==> src/rtl/fpu_div_issue.sv <==
`default_nettype none
// ============================================================================
// Module      : fpu_div_issue
// Description : Front end for an iterative FP divider. It screens out special
//               operands, launches the divider, waits for it with a timeout
//               and returns the quotient through a valid/ready handshake.
// Revision    : 1.0 - initial release
// ============================================================================
module fpu_div_issue #(
    parameter int TIMEOUT = 32
) (
    input  logic        clk,
    input  logic        rst,
    input  logic        in_valid,
    output logic        in_ready,
    input  logic        in_fmt,
    input  logic [63:0] in_a,
    input  logic [63:0] in_b,
    output logic [63:0] div_a,
    output logic [63:0] div_b,
    output logic        div_go,
    input  logic        div_done,
    input  logic [63:0] div_result,
    output logic        out_valid,
    input  logic        out_ready,
    output logic [63:0] out_result,
    output logic [3:0]  out_flags
);

    localparam int                 c_CNT_W     = $clog2(TIMEOUT + 1);
    localparam logic [c_CNT_W-1:0] c_CNT_LIMIT = c_CNT_W'(TIMEOUT);
    localparam logic [63:0]        c_QNAN64    = 64'h7FF8_0000_0000_0000;
    localparam logic [63:0]        c_QNAN32    = 64'h0000_0000_7FC0_0000;
    localparam logic [3:0]         c_FLG_NONE  = 4'b0000;
    localparam logic [3:0]         c_FLG_TMO   = 4'b1000;
    localparam logic [3:0]         c_FLG_SPEC  = 4'b0100;
    localparam logic [3:0]         c_FLG_DIVZ  = 4'b0110;
    localparam logic [3:0]         c_FLG_INV   = 4'b0101;

    typedef enum logic [1:0] {
        S_IDLE   = 2'd0,
        S_LAUNCH = 2'd1,
        S_RUN    = 2'd2,
        S_OUT    = 2'd3
    } state_t;

    state_t               r_state;
    state_t               w_state_nxt;
    logic                 r_fmt;
    logic [63:0]          r_a;
    logic [63:0]          r_b;
    logic [63:0]          r_result;
    logic [3:0]           r_flags;
    logic [c_CNT_W-1:0]   r_cnt;

    logic [63:0]          w_a;
    logic [63:0]          w_b;
    logic                 w_a_exp_max;
    logic                 w_a_exp_zero;
    logic                 w_a_man_zero;
    logic                 w_b_exp_max;
    logic                 w_b_exp_zero;
    logic                 w_b_man_zero;
    logic                 w_sign;
    logic                 w_a_nan;
    logic                 w_b_nan;
    logic                 w_a_inf;
    logic                 w_b_inf;
    logic                 w_a_zero;
    logic                 w_b_zero;
    logic                 w_special;
    logic [63:0]          w_qnan;
    logic [63:0]          w_inf;
    logic [63:0]          w_zero;
    logic [63:0]          w_spec_result;
    logic [3:0]           w_spec_flags;
    logic [c_CNT_W-1:0]   w_cnt_inc;
    logic                 w_timeout;

    // Field decode of the incoming operands; binary32 lives in the low word.
    always_comb begin
        if (in_fmt) begin
            w_a          = {32'd0, in_a[31:0]};
            w_b          = {32'd0, in_b[31:0]};
            w_a_exp_max  = &in_a[30:23];
            w_a_exp_zero = ~|in_a[30:23];
            w_a_man_zero = ~|in_a[22:0];
            w_b_exp_max  = &in_b[30:23];
            w_b_exp_zero = ~|in_b[30:23];
            w_b_man_zero = ~|in_b[22:0];
            w_sign       = in_a[31] ^ in_b[31];
        end else begin
            w_a          = in_a;
            w_b          = in_b;
            w_a_exp_max  = &in_a[62:52];
            w_a_exp_zero = ~|in_a[62:52];
            w_a_man_zero = ~|in_a[51:0];
            w_b_exp_max  = &in_b[62:52];
            w_b_exp_zero = ~|in_b[62:52];
            w_b_man_zero = ~|in_b[51:0];
            w_sign       = in_a[63] ^ in_b[63];
        end
    end

    assign w_a_nan   = w_a_exp_max & ~w_a_man_zero;
    assign w_b_nan   = w_b_exp_max & ~w_b_man_zero;
    assign w_a_inf   = w_a_exp_max & w_a_man_zero;
    assign w_b_inf   = w_b_exp_max & w_b_man_zero;
    assign w_a_zero  = w_a_exp_zero & w_a_man_zero;
    assign w_b_zero  = w_b_exp_zero & w_b_man_zero;
    assign w_special = w_a_nan | w_b_nan | w_a_inf | w_b_inf | w_a_zero | w_b_zero;

    assign w_qnan = in_fmt ? c_QNAN32 : c_QNAN64;
    assign w_inf  = in_fmt ? {32'd0, w_sign, 8'hFF, 23'd0} : {w_sign, 11'h7FF, 52'd0};
    assign w_zero = in_fmt ? {32'd0, w_sign, 31'd0}        : {w_sign, 63'd0};

    // Special-operand priority: NaN, invalid, divide-by-zero, Inf, zero.
    always_comb begin
        w_spec_result = w_zero;
        w_spec_flags  = c_FLG_SPEC;
        if (w_a_nan | w_b_nan) begin
            w_spec_result = w_qnan;
        end else if ((w_a_inf & w_b_inf) | (w_a_zero & w_b_zero)) begin
            w_spec_result = w_qnan;
            w_spec_flags  = c_FLG_INV;
        end else if (w_b_zero) begin
            w_spec_result = w_inf;
            w_spec_flags  = c_FLG_DIVZ;
        end else if (w_a_inf) begin
            w_spec_result = w_inf;
        end
    end

    assign w_cnt_inc = r_cnt + c_CNT_W'(1);
    assign w_timeout = (w_cnt_inc == c_CNT_LIMIT);

    always_comb begin
        w_state_nxt = r_state;
        in_ready    = 1'b0;
        div_go      = 1'b0;
        out_valid   = 1'b0;
        case (r_state)
            S_IDLE: begin
                in_ready = ~rst;
                if (in_valid) begin
                    w_state_nxt = w_special ? S_OUT : S_LAUNCH;
                end
            end
            S_LAUNCH: begin
                div_go      = ~rst;
                w_state_nxt = S_RUN;
            end
            S_RUN: begin
                if (div_done || w_timeout) begin
                    w_state_nxt = S_OUT;
                end
            end
            S_OUT: begin
                out_valid = ~rst;
                if (out_ready) begin
                    w_state_nxt = S_IDLE;
                end
            end
            default: w_state_nxt = S_IDLE;
        endcase
    end

    always_ff @(posedge clk) begin
        if (rst) begin
            r_state  <= S_IDLE;
            r_cnt    <= '0;
            r_fmt    <= 1'b0;
            r_a      <= '0;
            r_b      <= '0;
            r_result <= '0;
            r_flags  <= '0;
        end else begin
            r_state <= w_state_nxt;
            case (r_state)
                S_IDLE: begin
                    if (in_valid) begin
                        r_fmt    <= in_fmt;
                        r_a      <= w_a;
                        r_b      <= w_b;
                        r_cnt    <= '0;
                        r_result <= w_spec_result;
                        r_flags  <= w_spec_flags;
                    end
                end
                S_RUN: begin
                    // A completion in the timeout cycle still wins.
                    if (div_done) begin
                        r_result <= r_fmt ? {32'd0, div_result[31:0]} : div_result;
                        r_flags  <= c_FLG_NONE;
                    end else if (w_timeout) begin
                        r_result <= r_fmt ? c_QNAN32 : c_QNAN64;
                        r_flags  <= c_FLG_TMO;
                    end
                    r_cnt <= w_cnt_inc;
                end
                default: ;
            endcase
        end
    end

    // Registers lag reset by one edge, so outputs are also forced low by rst.
    assign div_a      = rst ? 64'd0 : r_a;
    assign div_b      = rst ? 64'd0 : r_b;
    assign out_result = rst ? 64'd0 : r_result;
    assign out_flags  = rst ? 4'd0  : r_flags;

endmodule
`default_nettype wire

==> config.mk <==
export PLATFORM = sky130hd
export DESIGN_NAME = fpu_div_issue
export DESIGN_NICKNAME = d
export VERILOG_FILES = /design/src/rtl/fpu_div_issue.sv
export SDC_FILE = /design/constraint.sdc
export NUM_CORES = 1
export LEC_CHECK = 0
export ABC_CLOCK_PERIOD_IN_PS = 2180
export BUFFER_PORTS_ARGS = -buffer_cell sky130_fd_sc_hd__buf_2
export CAP_MARGIN = 40
export CORE_AREA = 2 2 154 156
export CTS_BUF_LIST = sky130_fd_sc_hd__clkbuf_4
export DETAILED_ROUTE_END_ITERATION = 12
export DIE_AREA = 0 0 156 158
export PLACE_DENSITY = 0.71
export SLEW_MARGIN = 5
export SYNTH_ARGS = -nofsm -noshare
export SYNTH_HDL_FRONTEND = slang
export SYNTH_SLANG_ARGS = --single-unit
==> constraint.sdc <==
create_clock -name clk -period 2.18 [get_ports clk]
set_input_delay 0.436 -clock clk [delete_from_list [all_inputs] [get_ports clk]]
set_output_delay 0.436 -clock clk [all_outputs]
set_load 0.02 [all_outputs]
==> results_dict.tcl <==
set metrics [dict create \
    status "completed" \
    cts_made_buffers 56 \
    first_global_vias 9949 \
    mappedNetlistArea_sq_um 8860 \
    die_area_sq_um 24600 \
    ys_warn_count 0 \
    hold_viol 0 \
    ys_ff_latch 205 \
    yosysMostFrequentCell "dfxtp_1" \
    fin_crit_sh_pct 98.7 \
    cap_viol_max_count 0 \
    hp-class "in2reg" \
    drcViolationCount 0 \
    initial_utilization_pct 38.4 \
    yosys-top-cells-area "dfxtp_1 46%, nor2b_1 9.5%, a21oi_1 7.2%, a22o_1 6.4%, nand2_1 5.0%" \
    synthToLayoutAreaGrowth_pct 53.6 \
    synth_edf_count 0 \
    die_h_um 158 \
    met1_usage_pct 27.2 \
    place_hpwl_mm 21.2 \
    yosys.area.top_type "dfxtp_1" \
    period_minus_slack_ns 2.15 \
    numClockSinks 205 \
    antenna_found_initial 3 \
    syn-num-nets 1308 \
    setup_ws_ns 0.0281 \
    cts_buffer_depth 3 \
    synth_cell_types 50 \
    dp_slack_ns -0.289 \
    drive_gt1_share_pct 33.9 \
    htreeDepth 2 \
    power_density_nw_per_um2 984 \
    dieWidth_um 156 \
    dr.pass1.iters 7 \
    slew_violations 0 \
    core_region_area_sq_um 23100 \
    cp-end-kind "flop" \
    setup_viol 0 \
    grt_start_max_net_pins 96 \
    ant_nets 0 \
    grtUsageTotal_pct 24.5 \
    synth_common_cells "205 x dfxtp_1, 135 x nor2b_1, 128 x a21oi_1, 117 x nand2_1, 88 x nor2_1" \
    fin_skew_ns 0.0350 \
    drtIter0Drc 866 \
    synthFlopType "dfxtp_1" \
    use_met3_pct 6.79 \
    worst-endpoint-required_ns 2.72 \
    async_flop_share_pct 0 \
    insertion_delay_ns 0.66 \
    wl_per_cell_um 16.4 \
    grt_busiest_layer "met2" \
    n_fill_cell 2009 \
    syn_avg_cell_area_sq_um 8.03 \
    path_class "in2reg" \
    synth_top_area_share_pct 46.3 \
    clk_pin_slew_ns 0.07 \
    fin_nets 1867 \
    crit_fanout 4 \
    leakagePower_nw 6.79 \
    use_met2_pct 42.1 \
    netSwitchingFraction_pct 37.3 \
    floorplan.rows 56 \
    vias 10300 \
    place_congestion 0.894 \
    via_per_inst 5.15 \
    worst_pin_slew_ns 0.571 \
    root_buffer "clkbuf_4" \
    p_seq_share_pct 35.7 \
    grt_pass1_wl_mm 48.8 \
    slew_headroom_pct 62.0 \
    clock_power_share_pct 26.0 \
    p_sw_mw 5.00 \
    grt_overflow 0 \
    synth_cells 1104 \
    ys_seq_area_share_pct 46.3 \
    cp.arrival_ns 2.69 \
    port_buffers 396 \
    tritoncts "built" \
    wl_mm 32.9 \
    io_pins 397 \
    crit_path_start_kind "input port" \
    holdWs_ns 0.0434 \
    p_int_mw 8.39 \
    max_freq_mhz 465 \
    pwr-share-comb_pct 38.3 \
    rsz0062_at_grt "yes" \
    p_total_mw 13.4 \
    ir_drop_mv 0.621 \
]
cell families after synthesis:
kind of cell	synth area share, %
buffers and inverters	6.66
xor gates and xnor gates	0.198
DFF	46.3
and+or+nand+nor	25.7
adders and majority gates	0.847
AOI/OAI and AO/OA	19.9
muxes	0.466
cell usage in the layout, fill, tap and decap left out, types with 52 or more instances in the layout:
cell	n
dlygate4sd3_1	123
clkbuf_4	84
inv_1	68
nor2b_1	135
dfxtp_1	204
buf_2	395
buf_4	52
nand2_1	116
nor2_1	87
a21oi_1	128
a22o_1	65
power by group through the flow:
stage / registers, mW / logic [mW] / clock network [mW]
after floorplan: 4.77 / 3.01 / 0
after global placement: 4.83 / 4.43 / 0
after detailed placement: 4.85 / 4.48 / 0
after CTS: 4.77 / 4.70 / 3.58
after global routing: 4.85 / 5.56 / 3.78
final: 4.78 / 5.13 / 3.49
final cells by class:
type                       count  area (sq um)  area share [%]
sequential                   205          4110            30.2
clock inverter                16          95.1           0.698
antenna                        3          7.51          0.0551
clock buffer                  84           631            4.63
timing repair buffer         583          3860            28.3
inverter                      72           270            1.98
multi-input combinational    745          4280            31.5
tap                          290           363            2.66
final timing paths:
kind / from / end / slack [ns] / cells after the start
max reg2reg: r_cnt[1]$_SDFFE_PP0P_ / r_state[1]$_SDFFE_PP0P_ / 0.13 / 6
max: in_b[43] / r_result[31]$_SDFFE_PP0P_ / 0.03 / 8
min: in_b[30] / r_b[30]$_SDFFE_PP0P_ / 0.04 / 3
min reg2reg: r_result[11]$_SDFFE_PP0P_ / r_result[11]$_SDFFE_PP0P_ / 0.45 / 2
per-stage QoR:
step                utilization (%)  instance area, sq um  cells  setup TNS [ns]
floorplan                         -                  8860   1104               0
global placement               49.7                 11500   1765           -4.59
detailed placement             49.7                 11500   1765           -5.45
CTS                            58.3                 13400   1988               0
global route                   59.1                 13600   1997         -0.0568
finish                         59.1                 13600   1998               0
worst max-delay path, stage by stage:
cell,delay [ns]
dlygate4sd3_1,0.55
buf_2,0.14
nor4_1,0.25
nand4_1,0.28
nor3_1,0.30
o21ai_0,0.18
a2bb2oi_2,0.22
o311a_1,0.34
layer usage:
layer / part of all wire [%] / up-vias
met5: 0 / -
met4: 5.3 / 0
li1: - / 4919
met1: 39 / 4751
met3: 8.1 / 116
met2: 48 / 507
sequential cells by signal (all words and copies together) (netlist names):
signal    flops
r_fmt         1
r_b          64
r_a          64
r_flags       4
r_result     64
r_cnt         6
r_state       2
what timing repair did:
| item | 4_1_cts | 5_1_grt |
|---|---|---|
| buffers inserted | 0 | 5 |
| setup endpoints to repair | 1 | 61 |
| pin swaps | 0 | 5 |
| gates cloned | 0 | 2 |
| hold buffers | 123 | 0 |
| resized for setup | 2 | 22 |
| endpoints found under the hold margin | 123 | 0 |
No activity file was read; power rests on OpenSTA's default activity.
